[src/rtl/game_pkg.sv]
// Shared game-wide constants and types: screen geometry, colour palette and
// the rect_plotter state encoding.
package game_pkg;

    localparam int SCREEN_W = 160;
    localparam int SCREEN_H = 120;

    typedef logic [2:0] colour_t;

    localparam colour_t BLACK = 3'b000;
    localparam colour_t WHITE = 3'b111;
    localparam colour_t BLUE  = 3'b001;

    typedef enum logic [1:0] {
        ST_IDLE = 2'd0,
        ST_SCAN = 2'd1,
        ST_DONE = 2'd2
    } rect_state_t;

endpackage

[src/rtl/rect_scan_counter.sv]
// Nested column/row counter for the rectangle sweep. It presents the coordinate
// that becomes current at the next edge, plus edge flags for that coordinate.
module rect_scan_counter
    import game_pkg::*;
#(
    parameter int X_W = 8,
    parameter int Y_W = 7
) (
    input  logic           clk,
    input  logic           reset,
    input  logic           load,
    input  logic           en,
    input  logic [X_W-1:0] w,
    input  logic [Y_W-1:0] h,
    output logic [X_W-1:0] nxt_cx,
    output logic [Y_W-1:0] nxt_cy,
    output logic           first_col,
    output logic           last_col,
    output logic           first_row,
    output logic           last_row,
    output logic           last_pixel
);

    logic [X_W-1:0] cx;
    logic [Y_W-1:0] cy;
    logic [X_W-1:0] w_last;
    logic [Y_W-1:0] h_last;
    logic           cur_last_col;
    logic           cur_last_row;

    assign w_last       = w - X_W'(1);
    assign h_last       = h - Y_W'(1);
    assign cur_last_col = (cx == w_last);
    assign cur_last_row = (cy == h_last);
    assign last_pixel   = cur_last_col && cur_last_row;

    always_comb begin
        nxt_cx = cx;
        nxt_cy = cy;
        if (load) begin
            nxt_cx = '0;
            nxt_cy = '0;
        end else if (en) begin
            if (cur_last_col) begin
                nxt_cx = '0;
                nxt_cy = cy + Y_W'(1);
            end else begin
                nxt_cx = cx + X_W'(1);
            end
        end
    end

    // Flags describe the pixel about to be registered, not the current one.
    assign first_col = (nxt_cx == '0);
    assign last_col  = (nxt_cx == w_last);
    assign first_row = (nxt_cy == '0);
    assign last_row  = (nxt_cy == h_last);

    always_ff @(posedge clk or posedge reset) begin
        if (reset) begin
            cx <= '0;
            cy <= '0;
        end else if (load || en) begin
            cx <= nxt_cx;
            cy <= nxt_cy;
        end
    end

endmodule

[src/rtl/rect_plotter.sv]
// Rectangle sweep engine feeding the vga_adapter, one pixel per clock.
// Define RECT_CLIP_EN to suppress plots that fall outside the visible screen.
module rect_plotter
    import game_pkg::*;
#(
    parameter int X_W      = 8,
    parameter int Y_W      = 7,
    parameter int COLOUR_W = 3,
    parameter int SCREEN_W = game_pkg::SCREEN_W,
    parameter int SCREEN_H = game_pkg::SCREEN_H
) (
    input  logic                clk,
    input  logic                reset,
    input  logic                req_valid,
    output logic                req_ready,
    input  logic [X_W-1:0]      req_x,
    input  logic [Y_W-1:0]      req_y,
    input  logic [X_W-1:0]      req_w,
    input  logic [Y_W-1:0]      req_h,
    input  logic [COLOUR_W-1:0] req_colour,
    input  logic                req_fill,
    output logic [X_W-1:0]      x,
    output logic [Y_W-1:0]      y,
    output logic [COLOUR_W-1:0] colour,
    output logic                plot,
    output logic                busy,
    output logic                done
);

`ifdef RECT_CLIP_EN
    localparam bit CLIP_EN = 1'b1;
`else
    localparam bit CLIP_EN = 1'b0;
`endif

    rect_state_t         state, state_n;
    logic [X_W-1:0]      x0_q, w_q;
    logic [Y_W-1:0]      y0_q, h_q;
    logic [COLOUR_W-1:0] colour_q;
    logic                fill_q;

    logic                in_idle, accept, req_empty;
    logic                cnt_load, cnt_en, emit;
    logic [X_W-1:0]      x0_sel, cnt_w, nxt_cx;
    logic [Y_W-1:0]      y0_sel, cnt_h, nxt_cy;
    logic [COLOUR_W-1:0] colour_sel;
    logic                fill_sel;
    logic                first_col, last_col, first_row, last_row, last_pixel;
    logic [X_W:0]        sum_x;
    logic [Y_W:0]        sum_y;
    logic                in_screen, pix_on, plot_n;

    // Handshake: a request transfers on any edge where req_valid && req_ready.
    assign in_idle   = (state == ST_IDLE);
    assign req_ready = in_idle && !reset;
    assign accept    = req_valid && req_ready;
    assign req_empty = (req_w == '0) || (req_h == '0);

    // In IDLE the first pixel is built straight from the request fields.
    assign x0_sel     = in_idle ? req_x      : x0_q;
    assign y0_sel     = in_idle ? req_y      : y0_q;
    assign cnt_w      = in_idle ? req_w      : w_q;
    assign cnt_h      = in_idle ? req_h      : h_q;
    assign colour_sel = in_idle ? req_colour : colour_q;
    assign fill_sel   = in_idle ? req_fill   : fill_q;

    rect_scan_counter #(.X_W(X_W), .Y_W(Y_W)) u_counter (
        .clk        (clk),
        .reset      (reset),
        .load       (cnt_load),
        .en         (cnt_en),
        .w          (cnt_w),
        .h          (cnt_h),
        .nxt_cx     (nxt_cx),
        .nxt_cy     (nxt_cy),
        .first_col  (first_col),
        .last_col   (last_col),
        .first_row  (first_row),
        .last_row   (last_row),
        .last_pixel (last_pixel)
    );

    assign sum_x     = {1'b0, x0_sel} + {1'b0, nxt_cx};
    assign sum_y     = {1'b0, y0_sel} + {1'b0, nxt_cy};
    assign in_screen = (int'(sum_x) < SCREEN_W) && (int'(sum_y) < SCREEN_H);
    assign pix_on    = !CLIP_EN || in_screen;
    assign plot_n    = emit && pix_on &&
                       (fill_sel || first_col || last_col || first_row || last_row);

    always_comb begin
        state_n  = state;
        cnt_load = 1'b0;
        cnt_en   = 1'b0;
        emit     = 1'b0;
        case (state)
            ST_IDLE: begin
                if (accept) begin
                    cnt_load = 1'b1;
                    if (req_empty) begin
                        state_n = ST_DONE;
                    end else begin
                        state_n = ST_SCAN;
                        emit    = 1'b1;
                    end
                end
            end
            ST_SCAN: begin
                if (last_pixel) begin
                    state_n = ST_DONE;
                end else begin
                    cnt_en = 1'b1;
                    emit   = 1'b1;
                end
            end
            ST_DONE: state_n = ST_IDLE;
            default: state_n = ST_IDLE;
        endcase
    end

    always_ff @(posedge clk or posedge reset) begin
        if (reset) begin
            state    <= ST_IDLE;
            x0_q     <= '0;
            y0_q     <= '0;
            w_q      <= '0;
            h_q      <= '0;
            colour_q <= '0;
            fill_q   <= 1'b0;
            x        <= '0;
            y        <= '0;
            colour   <= '0;
            plot     <= 1'b0;
            busy     <= 1'b0;
            done     <= 1'b0;
        end else begin
            state <= state_n;
            if (accept) begin
                x0_q     <= req_x;
                y0_q     <= req_y;
                w_q      <= req_w;
                h_q      <= req_h;
                colour_q <= req_colour;
                fill_q   <= req_fill;
            end
            if (emit) begin
                x      <= sum_x[X_W-1:0];
                y      <= sum_y[Y_W-1:0];
                colour <= colour_sel;
            end
            plot <= plot_n;
            busy <= (state_n != ST_IDLE);
            done <= (state_n == ST_DONE);
        end
    end

endmodule

[config.mk]
export PLATFORM = sky130hd
export DESIGN_NAME = rect_plotter
export DESIGN_NICKNAME = d
export VERILOG_FILES = /design/src/rtl/game_pkg.sv /design/src/rtl/rect_scan_counter.sv /design/src/rtl/rect_plotter.sv
export SDC_FILE = /design/constraint.sdc
export NUM_CORES = 1
export LEC_CHECK = 0
export BUFFER_PORTS_ARGS = -buffer_cell sky130_fd_sc_hd__buf_2
export CAP_MARGIN = 20
export CORE_UTILIZATION = 49
export CTS_BUF_LIST = sky130_fd_sc_hd__clkbuf_8
export DETAILED_ROUTE_END_ITERATION = 16
export GPL_ROUTABILITY_DRIVEN = 1
export PLACE_DENSITY = 0.71
export SLEW_MARGIN = 20
export SYNTH_ARGS = -nofsm -noshare
export SYNTH_HDL_FRONTEND = slang
export SYNTH_SLANG_ARGS = --single-unit
[constraint.sdc]
create_clock -name clk -period 7.15 [get_ports clk]
set_input_delay 0.715 -clock clk [delete_from_list [all_inputs] [get_ports clk]]
set_output_delay 0.715 -clock clk [all_outputs]
set_load 0.03 [all_outputs]
==> impl_metrics.json, run 1 <==
{
  "ant_nets": 0,
  "synthArstFlopShare_pct": 100,
  "grt_max_degree": 74,
  "crit_fanout": 22,
  "peakVddDrop_mv": 0.233,
  "wl_um": 13800,
  "ff2ff_setup_slack_ps": 1170,
  "final-seq-area_sq_um": 1800,
  "grt_pass1_wl_um": 23200,
  "maxSlewHeadroom_pct": 34.3,
  "postCtsSetupBuffers": 0,
  "n_fill_cell": 943,
  "fin_util_pct": 56.1,
  "cts-root-buf": "clkbuf_8",
  "rows": 37,
  "p_leak_uw": 0.00274,
  "min_delay_path_depth": 2,
  "ctsLongestPathBuffers": 2,
  "cts_tree": "yes",
  "grt-ovfl-total": 0,
  "dominantRegCellSynth": "dfrtp_1",
  "initial_utilization_pct": 50.5,
  "internal_power_uw": 1580,
  "yosysWarnings": 0,
  "synth.distinct_cells": 69,
  "r2r_cells": 20,
  "grt_antenna_before_repair": 0,
  "status": "complete, no violations",
  "post-route-min-period_ps": 5980,
  "setup.worst_path.start_class": "flip-flop",
  "ios": 59,
  "die_h_um": 105,
  "wl_per_cell_um": 16.9,
  "max_stage_delay_ps": 620,
  "slowest_stage": "dfrtp_1",
  "die_area_sq_um": 11000,
  "avgViaCountPerCell": 5.90,
  "antenna_cells": 0,
  "drv_slew": 0,
  "drive_gt1_share_pct": 15.7,
  "clock.fmax_mhz": 167,
  "worstPathCellList": "nor2_4, mux2i_1, ha_1, o211ai_1, or4_1, a2111oi_2, and3_1, o31ai_1, a21oi_1, ha_1, inv_1, fa_1, inv_1, a21oi_1, o21bai_1, a21o_1, a21oi_1, xor2_1, xnor2_1, o21ai_0",
  "hold_ws_ps": 478,
  "first_pass_iters": 5,
  "cts_htree_levels": 3,
  "power_density_nw_per_um2": 537,
  "whs_endpoint": "x[7]",
  "swShare_pct": 49.0,
  "synth_edf_count": 0,
  "hold_viol_final": 0,
  "multi_input_area_sq_um": 3200,
  "final.setup.tns_ps": 0,
  "maxCapViolations": 0,
  "synth.ff_latch_count": 72,
  "power_frac_clock_pct": 11.6,
  "postCtsHoldBufs": 0,
  "cp_common_cell": "a21oi_1",
  "drc": 0,
  "grt_usage_pct": 26.7,
  "clock_latency_ps": 380,
  "via_count": 4817,
  "io_buffers": 58,
  "coreArea_sq_um": 10300,
  "holdCritStartpoint": "x[7]",
  "grt_pass1_vias": 4755,
  "syn_avg_cell_area_sq_um": 8.17,
  "path_buf_inv": 2,
  "seq_power_share_pct": 24.3,
  "rsz0062_at_grt": "no",
  "endpoint_kind": "flip-flop",
  "clk_pin_slew_ps": 90,
  "reg2reg_from": "state[0]",
  "crit_required_ps": 7400,
  "clock-sinks": 72,
  "drt_iter0_drc": 358,
  "syn_area_sq_um": 5190,
  "r2r-end": "y[6]",
  "syn_to_final_growth_pct": 11.0,
  "syn_inst": 636,
  "worst-setup-path-type": "reg2reg",
  "pwr-share-comb_pct": 64.1,
  "worst_pin_slew_ps": 985,
  "switchingPower_uw": 1520,
  "hold_path_class": "reg2reg",
  "critical_path.top_delay_family": "compound AO/OA/AOI/OAI gates",
  "place_hpwl_um": 9790,
  "fin_nets": 729,
  "setup_violations": 0,
  "fin_skew_ps": 20.1,
  "arrival_ps": 6230,
  "finalCritPeriodShare_pct": 83.6,
  "synth-seq-area-share_pct": 34.7,
  "post_cts.resized_instances": 0,
  "numCtsBuffers": 9,
  "gp_congestion": 0.911,
  "syn-num-nets": 690,
  "die_width_um": 105
}
==> routing by layer <==
layer	vias up	routed length [um]	share of wire [%]	global-route usage, %
met5	-	0	0	0
met4	0	316	2.3	10.8
met3	28	745	5.4	5.18
met2	154	6570	48	44.6
met1	2321	6160	45	33.9
li1	2314	-	-	-
==> cell usage after synthesis (3+ instances only) <==
cell type  count  area [sq um]
a21oi_1       31           155
a31oi_1        6          37.5
and3_1         9          56.3
buf_1          7          26.3
buf_2          8          40.0
clkbuf_1      18          67.6
dfrtp_1       72          1800
ha_1          16           200
inv_1         15          56.3
mux2i_1       26           260
nand2_1      182           683
nand3_1       11          55.1
nand4_1       13          81.3
nor2_1        31           116
nor2b_1        3          18.8
nor3_1         7          35.0
nor3b_1        5          37.5
nor4_1         9          56.3
o211ai_1       4          30.0
o21a_1         8          60.1
o21ai_0       16          80.1
o22ai_1        5          31.3
o31ai_1        7          52.6
or2_2          9          56.3
or3_1          7          43.8
or4_1          8          60.1
xnor2_1       29           254
xnor3_1        4          90.1
xor2_1        15           131
==> cell usage in the layout (no fill, tap or decap), types with 5 or more instances in the layout <==
| master | n |
|---|---|
| nor3b_1 | 5 |
| o22ai_1 | 5 |
| buf_2 | 58 |
| ha_1 | 16 |
| nand4_1 | 13 |
| or4_1 | 8 |
| and3_1 | 8 |
| nor3_1 | 7 |
| o21a_1 | 8 |
| xnor2_1 | 29 |
| or3_1 | 7 |
| dfrtp_1 | 72 |
| or2_2 | 9 |
| nor4_1 | 9 |
| o31ai_1 | 7 |
| clkbuf_8 | 11 |
| nand2_1 | 181 |
| xor2_1 | 15 |
| nand3_1 | 11 |
| o21ai_0 | 16 |
| inv_1 | 14 |
| a21oi_1 | 31 |
| mux2i_1 | 26 |
| a31oi_1 | 6 |
| nor2_1 | 31 |
==> worst max-delay path by stage <==
stage	endpoint	cells after the start	startpoint
6_report	y[6]	20	state[0]
5_1_grt	y[6]	20	state[0]
2_1_floorplan	x[7]	19	state[0]
4_1_cts	y[6]	20	state[0]
3_3_place_gp	y[6]	19	req_w[0]
3_5_place_dp	x[7]	16	state[0]
==> power groups by stage <==
stage	Clock, uW	Sequential [uW]	Combinational [uW]
after floorplan	0	804	1470
after global placement	0	749	1930
after detailed placement	0	754	1970
after CTS	360	748	1980
after global routing	378	776	2200
final	359	752	1990
==> cells by family after synthesis <==
kind of cell / count (synthesis) / synth area share [%]
simple gates: 309 / 27.4
buf+inv: 49 / 3.88
flops: 72 / 34.7
fa+ha+maj: 17 / 4.24
mux: 26 / 5.01
xor+xnor: 48 / 9.15
compound gates: 115 / 15.6
==> through the flow <==
step	area (sq um)	cells	worst slack, ps	total power [uW]
3_5_place_dp	5550	800	1240	2720
3_3_place_gp	5550	800	1490	2670
6_report	5770	816	1170	3100
4_1_cts	5760	816	1210	3080
2_1_floorplan	5190	636	1760	2280
5_1_grt	5770	816	766	3360
==> registers in the layout (all words and copies together) (netlist names) <==
| signal | flops |
|---|---|
| u_counter.cx | 8 |
| y | 7 |
| fill_q | 1 |
| colour | 3 |
| colour_q | 3 |
| x | 8 |
| state | 2 |
| plot | 1 |
| busy | 1 |
| w_q | 8 |
| u_counter.cy | 7 |
| done | 1 |
| y0_q | 7 |
| x0_q | 8 |
| h_q | 7 |
==> final cells by class <==
cell class	count	share of cell area, %
clock buffers	11	2.63
well taps	136	2.95
flip-flops and latches	72	31.3
multi-input cells	515	55.6
repair buffers	62	5.56
clock inverters	5	1.06
inverters	15	0.977
==> tightest hold or removal path: stages, from the launching register on <==
cell	delay (ps)
dfrtp_1	350
nand2_1	40
o21ai_0	60
(Power assumes the default switching activity.)
==> inputs of run 2 (changes only) <==
--- a/config.mk
+++ b/config.mk
@@ -11,7 +11,7 @@
 export CTS_BUF_LIST = sky130_fd_sc_hd__clkbuf_8
 export DETAILED_ROUTE_END_ITERATION = 16
 export GPL_ROUTABILITY_DRIVEN = 1
-export PLACE_DENSITY = 0.71
+export PLACE_DENSITY = 0.73
 export SLEW_MARGIN = 20
 export SYNTH_ARGS = -nofsm -noshare
 export SYNTH_HDL_FRONTEND = slang
==> constraint.sdc (replaced) <==
create_clock -name clk -period 5.1 [get_ports clk]
set_input_delay 0.51 -clock clk [delete_from_list [all_inputs] [get_ports clk]]
set_output_delay 0.51 -clock clk [all_outputs]
set_load 0.03 [all_outputs]
==> impl_metrics.json, run 2 (synthesized netlist as in run 1, its figures left out) <==
{
  "status": "complete, no violations",
  "slowest_stage": "or3b_2",
  "first_pass_iters": 8,
  "postCtsHoldBufs": 0,
  "setup.worst_path.start_class": "flip-flop",
  "layout_common_cells": "nand2_1, dfrtp_1, buf_2, nor2_1, a21oi_1",
  "r2r-end": "y[6]",
  "cts_htree_levels": 3,
  "syn_to_final_growth_pct": 15.6,
  "io_buffers": 58,
  "gp_congestion": 0.897,
  "drc": 0,
  "final_common_cell": "nand2_1",
  "avgViaCountPerCell": 5.86,
  "crit_start": "state[0]",
  "critical_path.top_delay_family": "compound AO/OA/AOI/OAI gates",
  "drt_iter0_drc": 275,
  "worst_pin_slew_ps": 932,
  "arrival_ps": 5080,
  "setup_violations": 0,
  "endpoint_kind": "flip-flop",
  "wl_um": 14400,
  "wl_per_cell_um": 17.2,
  "final.setup.tns_ps": 0,
  "numCtsBuffers": 9,
  "max_stage_delay_ps": 490,
  "grt-ovfl-total": 0,
  "crit_fanout": 21,
  "critPathCapture": "y[6]",
  "ant_nets": 0,
  "die_h_um": 105,
  "power_uw": 4570,
  "grt_usage_pct": 27.7,
  "via_count": 4923,
  "worst-setup-path-type": "reg2reg",
  "drive_gt1_share_pct": 19.0,
  "fin_skew_ps": 7.60,
  "ff2ff_setup_slack_ps": 290,
  "post-route-min-period_ps": 4810,
  "cts-root-buf": "clkbuf_8",
  "maxCapViolations": 0,
  "crit_required_ps": 5370,
  "drv_slew": 0,
  "clk_pin_slew_ps": 80,
  "peakVddDrop_mv": 0.351,
  "clock-sinks": 72,
  "ctsLongestPathBuffers": 2,
  "power_density_nw_per_um2": 760,
  "ios": 59,
  "rsz0062_at_grt": "no",
  "finalCritPeriodShare_pct": 94.3,
  "fin_nets": 754,
  "critical_path_cell_count": 23,
  "initial_utilization_pct": 50.5,
  "coreArea_sq_um": 10300,
  "grt_antenna_before_repair": 0,
  "grt_max_degree": 73,
  "p_leak_uw": 0.00287,
  "grt_pass1_wl_um": 24100,
  "clock_latency_ps": 360,
  "r2r_cells": 23,
  "cts_tree": "yes",
  "worstPathCellList": "buf_4, or3b_2, and2_0, ha_1, inv_1, nor3_1, a32oi_2, xnor3_1, nand4_1, buf_4, o31ai_2, a21oi_1, ha_1, inv_1, fa_1, inv_1, a21oi_1, o21bai_1, a21o_1, a21oi_1, xor2_1, xnor2_1, o21ai_0",
  "path_buf_inv": 5,
  "antenna_cells": 0,
  "reg2reg_from": "state[0]",
  "die_width_um": 105,
  "maxSlewHeadroom_pct": 37.9,
  "clock.fmax_mhz": 208,
  "rows": 37,
  "hold_path_class": "in2reg",
  "hold_viol_final": 0,
  "holdCritStartpoint": "req_colour[1]",
  "die_area_sq_um": 11000,
  "grt_pass1_vias": 4891,
  "place_hpwl_um": 10700
}
==> run 2: final cells by class <==
type	count	area, sq um
fill	963	4270
timing repair buffer	87	520
multi-input combinational	515	3240
tap	136	170
clock inverter	5	81.3
clock buffer	10	138
sequential	72	1800
inverter	15	56.3
==> run 2: where the power goes <==
| group | switching [uW] | leakage, uW | internal (uW) |
|---|---|---|---|
| Combinational | 1750 | 0.00186 | 1250 |
| Clock | 238 | 0.000108 | 286 |
| Sequential | 213 | 0.000899 | 835 |
==> run 2: timing repair <==
action                                  in CTS  in global routing
hold endpoints to repair                     0                  0
endpoints found under the setup margin       0                  2
gates resized for setup                      0                  8
buffers inserted                             0                  1
==> run 2: how the worst min path moves through the flow <==
stage                       end  cells past startpoint
floorplan                h_q[6]                      2
global placement        y0_q[6]                      2
detailed placement       w_q[0]                      2
CTS                 colour_q[1]                      3
global route        colour_q[2]                      3
finish              colour_q[1]                      3
==> run 2: worst reg2reg max path: stages, from the launching register on <==
cell and delay, ps:
dfrtp_1 410, buf_4 210, or3b_2 490, and2_0 180
ha_1 260, inv_1 110, nor3_1 70, a32oi_2 230
xnor3_1 390, nand4_1 110, buf_4 210, o31ai_2 110
a21oi_1 260, ha_1 230, inv_1 50, fa_1 390
inv_1 70, a21oi_1 60, o21bai_1 200, a21o_1 150
a21oi_1 70, xor2_1 170, xnor2_1 120, o21ai_0 160
==> run 2: per-layer routing <==
| layer | wire [um] | vias to the layer above | track usage [%] |
|---|---|---|---|
| li1 | - | 2359 | - |
| met1 | 6230 | 2392 | 35.0 |
| met2 | 7060 | 144 | 46.9 |
| met3 | 775 | 28 | 4.87 |
| met4 | 356 | 0 | 10.6 |
| met5 | 0 | - | 0 |
==> run 2: per-stage QoR <==
stage          area (sq um)  hold WS [ps]  utilization [%]  instances  worst slack, ps
2_1_floorplan          5220           439                -        636             46.9
3_3_place_gp           5740           457             55.9        824              404
3_5_place_dp           5740           460             55.9        824              264
4_1_cts                5960           338             58.0        839              242
5_1_grt                6000           348             58.4        840             16.9
6_report               6000           351             58.4        840              289
